### config.mk
export PLATFORM = sky130hd
export DESIGN_NAME = nerv_mem_arb
export DESIGN_NICKNAME = d
export VERILOG_FILES = /design/src/rtl/nerv_mem_pkg.sv /design/src/rtl/nerv_mem_arb.sv
export SDC_FILE = /design/constraint.sdc
export NUM_CORES = 1
export LEC_CHECK = 0
export ABC_CLOCK_PERIOD_IN_PS = 2420
export CAP_MARGIN = 10
export CORE_MARGIN = 2
export CORE_UTILIZATION = 43
export CTS_CLUSTER_DIAMETER = 100
export DETAILED_ROUTE_END_ITERATION = 8
export GPL_TIMING_DRIVEN = 0
export PLACE_DENSITY = 0.92
export SYNTH_ARGS = -nofsm -noshare
export SYNTH_HDL_FRONTEND = slang
export SYNTH_SLANG_ARGS = --single-unit
### constraint.sdc
create_clock -name clock -period 2.42 [get_ports clock]
set_input_delay 0.242 -clock clock [delete_from_list [all_inputs] [get_ports clock]]
set_output_delay 0.242 -clock clock [all_outputs]
set_load 0.1 [all_outputs]
### src/rtl/nerv_mem_pkg.sv
// nerv_mem_pkg: shared definitions for the single-port memory arbiter.
//   state_t      - sequencer states, also exported on the debug port
//   NOP          - instruction presented to the core after reset (addi x0,x0,0)
//   ILLEGAL_INSN - instruction returned for a fetch outside the memory
package nerv_mem_pkg;

  typedef enum logic [2:0] {
    S_SAMPLE  = 3'd0,
    S_DREQ    = 3'd1,
    S_DRSP    = 3'd2,
    S_IREQ    = 3'd3,
    S_IRSP    = 3'd4,
    S_RELEASE = 3'd5
  } state_t;

  localparam logic [31:0] NOP          = 32'h0000_0013;
  localparam logic [31:0] ILLEGAL_INSN = 32'h0000_0000;

endpackage

### src/rtl/nerv_mem_arb.sv
// nerv_mem_arb: serialises the core's per-cycle data access and instruction
// fetch onto one shared single-port memory and stalls the core until both
// results are registered.
//
// Ports:
//   clock, reset            - rising-edge clock, asynchronous active-low reset
//   stall                   - to core, 1 = hold state; low for one cycle per bundle
//   imem_addr / imem_data   - fetch byte address in, registered instruction out
//   dmem_valid/addr/wstrb/wdata - data access in (wstrb==0 is a read)
//   dmem_rdata              - registered load data out
//   mem_req/we/addr/wstrb/wdata - shared memory request (word address)
//   mem_gnt, mem_rvalid, mem_rdata - memory accept / read response
//   dbg_state               - current sequencer state
//
// Memory handshake: mem_req is a registered request that stays asserted, with
// address/we/wstrb/wdata held constant, until the memory raises mem_gnt in the
// same cycle; the request is taken at that edge. Every granted read is answered
// later by exactly one mem_rvalid cycle carrying mem_rdata; rvalid is only
// honoured while waiting for a read response. we/wstrb/wdata are 0 whenever
// mem_req is 0.
module nerv_mem_arb
  import nerv_mem_pkg::*;
#(
  parameter int MEM_AW = 14
) (
  input  logic              clock,
  input  logic              reset,
  output logic              stall,
  input  logic [31:0]       imem_addr,
  output logic [31:0]       imem_data,
  input  logic              dmem_valid,
  input  logic [31:0]       dmem_addr,
  input  logic [3:0]        dmem_wstrb,
  input  logic [31:0]       dmem_wdata,
  output logic [31:0]       dmem_rdata,
  output logic              mem_req,
  output logic              mem_we,
  output logic [MEM_AW-1:0] mem_addr,
  output logic [3:0]        mem_wstrb,
  output logic [31:0]       mem_wdata,
  input  logic              mem_gnt,
  input  logic              mem_rvalid,
  input  logic [31:0]       mem_rdata,
  output state_t            dbg_state
);

  state_t      state;
  logic [31:0] i_addr_q;

  // Byte address lies inside the 4*2^MEM_AW byte memory based at 0.
  function automatic logic in_range(input logic [31:0] a);
    return (a >> (MEM_AW + 2)) == 32'd0;
  endfunction

  function automatic logic [MEM_AW-1:0] word_addr(input logic [31:0] a);
    return a[MEM_AW+1:2];
  endfunction

  // The fetch request is set up on the edge that enters S_IREQ. From S_SAMPLE
  // the latch is being written on that same edge, so use the live address.
  logic [31:0]       fetch_addr;
  logic              fetch_ok;
  logic [MEM_AW-1:0] fetch_word;

  always_comb begin
    fetch_addr = (state == S_SAMPLE) ? imem_addr : i_addr_q;
    fetch_ok   = in_range(fetch_addr);
    fetch_word = fetch_ok ? word_addr(fetch_addr) : '0;
  end

  assign dbg_state = state;

  // The mem_* registers double as the data-side latches: they are loaded in
  // S_SAMPLE and held unchanged for the whole data request.
  always_ff @(posedge clock or negedge reset) begin
    if (!reset) begin
      state      <= S_SAMPLE;
      stall      <= 1'b1;
      mem_req    <= 1'b0;
      mem_we     <= 1'b0;
      mem_addr   <= '0;
      mem_wstrb  <= '0;
      mem_wdata  <= '0;
      imem_data  <= NOP;
      dmem_rdata <= '0;
      i_addr_q   <= '0;
    end else begin
      case (state)
        S_SAMPLE: begin
          i_addr_q <= imem_addr;
          if (dmem_valid && in_range(dmem_addr)) begin
            state     <= S_DREQ;
            mem_req   <= 1'b1;
            mem_we    <= |dmem_wstrb;
            mem_addr  <= word_addr(dmem_addr);
            mem_wstrb <= dmem_wstrb;
            mem_wdata <= dmem_wdata;
          end else begin
            // Out-of-range stores vanish; out-of-range loads read as zero.
            if (dmem_valid && dmem_wstrb == 4'd0) dmem_rdata <= '0;
            state     <= S_IREQ;
            mem_req   <= fetch_ok;
            mem_we    <= 1'b0;
            mem_addr  <= fetch_word;
            mem_wstrb <= '0;
            mem_wdata <= '0;
          end
        end
        S_DREQ: begin
          if (mem_gnt) begin
            if (mem_we) begin
              // Store needs no response: chain the fetch request directly.
              state     <= S_IREQ;
              mem_req   <= fetch_ok;
              mem_addr  <= fetch_word;
            end else begin
              state     <= S_DRSP;
              mem_req   <= 1'b0;
              mem_addr  <= '0;
            end
            mem_we    <= 1'b0;
            mem_wstrb <= '0;
            mem_wdata <= '0;
          end
        end
        S_DRSP: begin
          if (mem_rvalid) begin
            dmem_rdata <= mem_rdata;
            state      <= S_IREQ;
            mem_req    <= fetch_ok;
            mem_addr   <= fetch_word;
          end
        end
        S_IREQ: begin
          if (!fetch_ok) begin
            imem_data <= ILLEGAL_INSN;
            stall     <= 1'b0;
            state     <= S_RELEASE;
          end else if (mem_gnt) begin
            mem_req  <= 1'b0;
            mem_addr <= '0;
            state    <= S_IRSP;
          end
        end
        S_IRSP: begin
          if (mem_rvalid) begin
            imem_data <= mem_rdata;
            stall     <= 1'b0;
            state     <= S_RELEASE;
          end
        end
        S_RELEASE: begin
          stall <= 1'b1;
          state <= S_SAMPLE;
        end
        default: begin
          stall   <= 1'b1;
          mem_req <= 1'b0;
          state   <= S_SAMPLE;
        end
      endcase
    end
  end

endmodule

== Word-level counts from Yosys, hierarchy flattened ==
Cells that the tools add are included.
Word-level totals
  register bits after elaboration: 152
  bits of input ports: 137
  output and inout port bits: 120
  word-level logic and storage cells: 88
Cells by class
  eq/ne operators: 14
  mux-type cells: 41
  bitwise logic cells: 2
  reduce and logical (&&, ||, !) cells: 20
Operators with widths (count)
  $mux W32: 7
  $pmux W32 S2: 3
  $mux W14: 7
  $logic_not A32 Y1: 2
  $pmux W14 S4: 1
  $mux W3: 5
  $pmux W3 S5: 1
  $ne A2 B2 Y1 const B: 7
  $mux W1: 10
  $reduce_and A5 Y1: 2
  $mux W4: 2
  $pmux W4 S2: 1
  $reduce_and A4 Y1: 2
  $eq A3 B2 Y1 const B: 2
  $eq A3 B3 Y1 const B: 2
  $reduce_and A3 Y1: 2
  $reduce_bool A2 Y1: 3
  $pmux W1 S5: 1
  $logic_not A4 Y1: 1
  $reduce_bool A4 Y1: 1
  $reduce_or A4 Y1: 1
  $eq A3 B1 Y1 const B: 1
  $logic_not A3 Y1: 1
  $ne A3 B3 Y1 const B: 1
  9 further kinds: 11

== Longest topological paths before layout ==
  word-level depth: 7
  mapped depth: 8
  mapped depth without buffers: 5

== Worst setup path before layout ==
OpenSTA, ideal clock, no wires.
  kind: register to register
  start point: reg state[0] (netlist: dbg_state[0])
  end point: reg mem_addr[10]
  library setup time: 133 ps
  arrival: 2262 ps
  data required time: 2287 ps
  slack: 25 ps
  cell stages (with the launch flop): 9
  clock period less this slack: 2395 ps
  cells stage by stage: dfrtp_1 > buf_2 > nor2_1 > a211oi_2 > a21bo_2 > buf_2 > buf_2 > nand2_1 > o221ai_2
On the way
  cells in the longest elaborated chain, start to end: 7
RTL lines
  start: declaration: RTL line nerv_mem_arb.sv:47  | state_t state;
  start signal: assignment: RTL line nerv_mem_arb.sv:77  | state <= S_SAMPLE;
  start signal: assignment: RTL line nerv_mem_arb.sv:92  | state <= S_DREQ;
  start signal: assignment: RTL line nerv_mem_arb.sv:101  | state <= S_IREQ;
  $logic_not A3 Y1: RTL line nerv_mem_arb.sv:66, nerv_mem_arb.sv:88
  $mux W32
  $logic_not A32 Y1: RTL line nerv_mem_arb.sv:52  | return (a >> (MEM_AW + 2)) == 32'd0;
  $mux W14: RTL line nerv_mem_arb.sv:68  | fetch_word = fetch_ok ? word_addr(fetch_addr) : '0;
  $mux W14: RTL line nerv_mem_arb.sv:111  | if (mem_we) begin
  $mux W14: RTL line nerv_mem_arb.sv:110  | if (mem_gnt) begin
  $pmux W14 S4: RTL line nerv_mem_arb.sv:88  | case (state)
  end signal: assignment: RTL line nerv_mem_arb.sv:95  | mem_addr <= word_addr(dmem_addr);
  end signal: assignment: RTL line nerv_mem_arb.sv:104  | mem_addr <= fetch_word;
  end signal: assignment: RTL line nerv_mem_arb.sv:115  | mem_addr <= fetch_word;
  end: declaration: RTL line nerv_mem_arb.sv:38  | output logic [MEM_AW-1:0] mem_addr,
Parallel ways exist; a longest one is shown, timed or not. The select of a mux whose other input is x is not followed.
A chain may end at the register's enable or synchronous reset.

== Worst setup path after layout ==
  start point: reg stall
  end point: out stall
RTL lines
  start: declaration: RTL line nerv_mem_arb.sv:28  | output logic stall,
  start signal: assignment: RTL line nerv_mem_arb.sv:78  | stall <= 1'b1;
  start signal: assignment: RTL line nerv_mem_arb.sv:137  | stall <= 1'b0;
  start signal: assignment: RTL line nerv_mem_arb.sv:148  | stall <= 1'b0;
No word-level cell between the ends.

==> impl_metrics.csv <==
group,metric,value,unit
clocking,post_cts_buffers,0,
grt,first_global_vias,5175,
placed_design,numPortBuffers,252,
route,dr_wl_met3,1310,µm
clocking,clk_latency,420,ps
layout,final_common_cell,"clkdlybuf4s50_1",
sta,setup_viol,0,
route,routedWlPerCell,18.4,µm
placed_design,dp.cells,908,
clocking,htreeDepth,4,
power,irDropWorstVdd,1680,µV
outcome,status,"finished, final reports clean",
route,via_per_inst,5.37,
route,dr_wl_met2,8520,µm
grt,grt_max_degree,86,
synthesis,yosysSeqAreaShare,62.4,%
synthesis,synth_enable_flop_cells,0,
synthesis,netlist.top_cell.by_area,"dfrtp_1",
critical_path,crit_path_cell_trace,"clkdlybuf4s50_1",
critical_path,worstSetupPathType,"reg2out",
grt,overflow,0,
sta,period_needed,2360,ps
route,wl_met1,7130,µm
grt,antenna_found_initial,0,
clocking,root_buffer,"clkbuf_16",
sta,final_min_period_over_clock_period,97.5,%
layout,antennaDiodeCount,0,
sta,rsz0062_at_grt,"no",
power,p_leak,4.15,nW
clocking,path_clk_slew,60,ps
critical_path,cp_num_buf_inv,1,
die,die_x,122,µm
route,drtIter0Drc,237,
synthesis,avgSynthCellArea,12.7,µm²
route,antenna_left,0,
route,drc,0,
hold_path,hp-class,"in2async",
grt,grt_pass1_wl,26600,µm
layout,layout.nets,885,
synthesis,yosys_warnings,0,
sta,skew,11.9,ps
sta,fmax,0.424,GHz
layout,area_delta_synth_final,56.3,%
synthesis,synth_top_area_share,60.7,%
synthesis,ys_ff_latch,150,
sta,maxSlewViolCount,0,
critical_path,crit_slowest_cell,"clkdlybuf4s50_1",
sta,slew_headroom,32.1,%
critical_path,cp_max_fo,3,
clocking,cts-buffers-inserted,17,
die,dieArea,15000,µm²
placed_design,dpl.hpwl,12400,µm
critical_path,startpoint,"stall",
critical_path,worstPathRequired,2180,ps
sta,tightest_slew,1020,ps
synthesis,synth_area_leaders,"dfrtp_1 61%, a22o_1 15%, nand2_1 5.5%, o221ai_2 2.5%, mux2i_1 2.3%",
clocking,cts_tree,"built",
power,powerDensity,1450,nW/µm²
die,pin_count,257,
clocking,clkSinkCount,150,
layout,fin_area,9410,µm²
clocking,cts.path.max_buffers,2,
die,die-height,122,µm
grt,grtUsageTotal,23.3,%
critical_path,cp-start-kind,"flip-flop",
synthesis,syn-num-nets,612,
synthesis,synth_area,6020,µm²
route,vias,5050,
layout,drive_above_1_share,11.3,%
layout,fillers,992,
route,wl,17300,µm
critical_path,cpPeakStageDelay,1160,ps
critical_path,critPathTopFamily,"buffers and inverters",
die,num_rows,43,
route,first_pass_iters,4,
route,top_layer,"met4",
placed_design,postPlaceCellArea,8800,µm²
critical_path,r2r_start,"dbg_state[1]",
layout,instances_no_fill,941,
synthesis,synth-main-ff-cell,"dfrtp_1",
die,initial_core_util,43.7,%
layout,final_cell_mix,"249 x clkdlybuf4s50_1, 146 x dfrtp_1, 100 x a22o_1, 89 x nand2_1, 18 x buf_2",
critical_path,arrival,2120,ps
synthesis,synth_cell_type_count,43,
sta,hold_viol,0,
synthesis,async_flop_share,100,%
sta,holdWs,393,ps
die,core,13800,µm²
flow_run,maxCapViolations,0,
synthesis,synth_cells,475,
placed_design,gp_congestion,0.883,
critical_path,end_kind,"output port",
## kinds of logic after synthesis
family / after synthesis / share of synthesized area [%]
AOI/OAI and AO/OA: 135 / 20.5
buffers and inverters: 47 / 3.49
DFF: 150 / 62.4
muxes: 14 / 2.33
and+or+nand+nor: 129 / 11.3
## layout make-up
cell class,count,area [µm²],area share (%)
well taps,180,225,2.39
clock buffers,19,453,4.81
multi-input cells,278,2050,21.8
inverters,15,56.3,0.598
flip-flops and latches,150,3760,39.9
repair buffers,254,2560,27.2
clock inverters,13,148,1.57
plain buffers,32,154,1.64
## synth_stat cells (2+ instances only)
cell type and number:
o21ai_0 4, mux2i_1 14, clkbuf_1 10, nor3_4 2, nor4_1 8, buf_1 2, nor2_1 8, buf_2 18
o22a_1 2, nor4_4 4, nand3_1 3, inv_1 15, nand2b_1 2, o221ai_2 10, nor3_1 2, o221ai_1 4
a21oi_1 4, dfstp_2 4, a21bo_2 2, nor3_2 2, nand2_1 89, dfrtp_1 146, a22o_1 100
## worst paths after layout
| kind | endpoint | cells after the start | slack, ps |
|---|---|---|---|
| max | stall | 1 | 60 |
| min | i_addr_q[31] | 2 | 390 |
| max reg2reg | dmem_rdata[26] | 5 | 310 |
| min reg2reg | i_addr_q[4] | 2 | 490 |
| max in group asynchronous | imem_data[1] | 3 | 1180 |
| min in group clock | i_addr_q[30] | 3 | 390 |
## layer usage
| metal | GRT usage (%) | vias up |
|---|---|---|
| met2 | 38.2 | 216 |
| met5 | 0 | - |
| met3 | 7.76 | 28 |
| li1 | - | 2298 |
| met4 | 8.55 | 0 |
| met1 | 28.8 | 2508 |
## sequential cells by signal, summed over array words and instances (netlist names)
register,flops
stall,1
mem_wstrb,4
imem_data,32
mem_addr,14
mem_we,1
i_addr_q,30
dbg_state,3
dmem_rdata,32
mem_req,1
mem_wdata,32
## where the power goes
part           internal [W]  total (W)  switching [W]
logic               0.00185    0.00717        0.00532
clock network       0.00158    0.00265        0.00106
registers           0.00329    0.00382       0.000531
total               0.00672     0.0136        0.00691
## what timing repair did
item                                   CTS  global route
endpoints found under the hold margin   64             0
setup endpoints to repair                1             1
resized for setup                        1             1
hold buffers                             1             0
## stage by stage
step / utilization (%) / worst slack [ps] / total power (W) / TNS (ps)
2_1_floorplan: - / 25.0 / 0.00908 / 0
4_1_cts: 68.3 / 15.2 / 0.0137 / 0
5_1_grt: 68.3 / 22.9 / 0.0142 / 0
6_report: 68.3 / 61.1 / 0.0136 / 0
3_5_place_dp: 63.9 / 10.4 / 0.0110 / 0
3_3_place_gp: 63.7 / -4690 / 0.0109 / -694410
No activity file was read; power rests on OpenSTA's default activity.
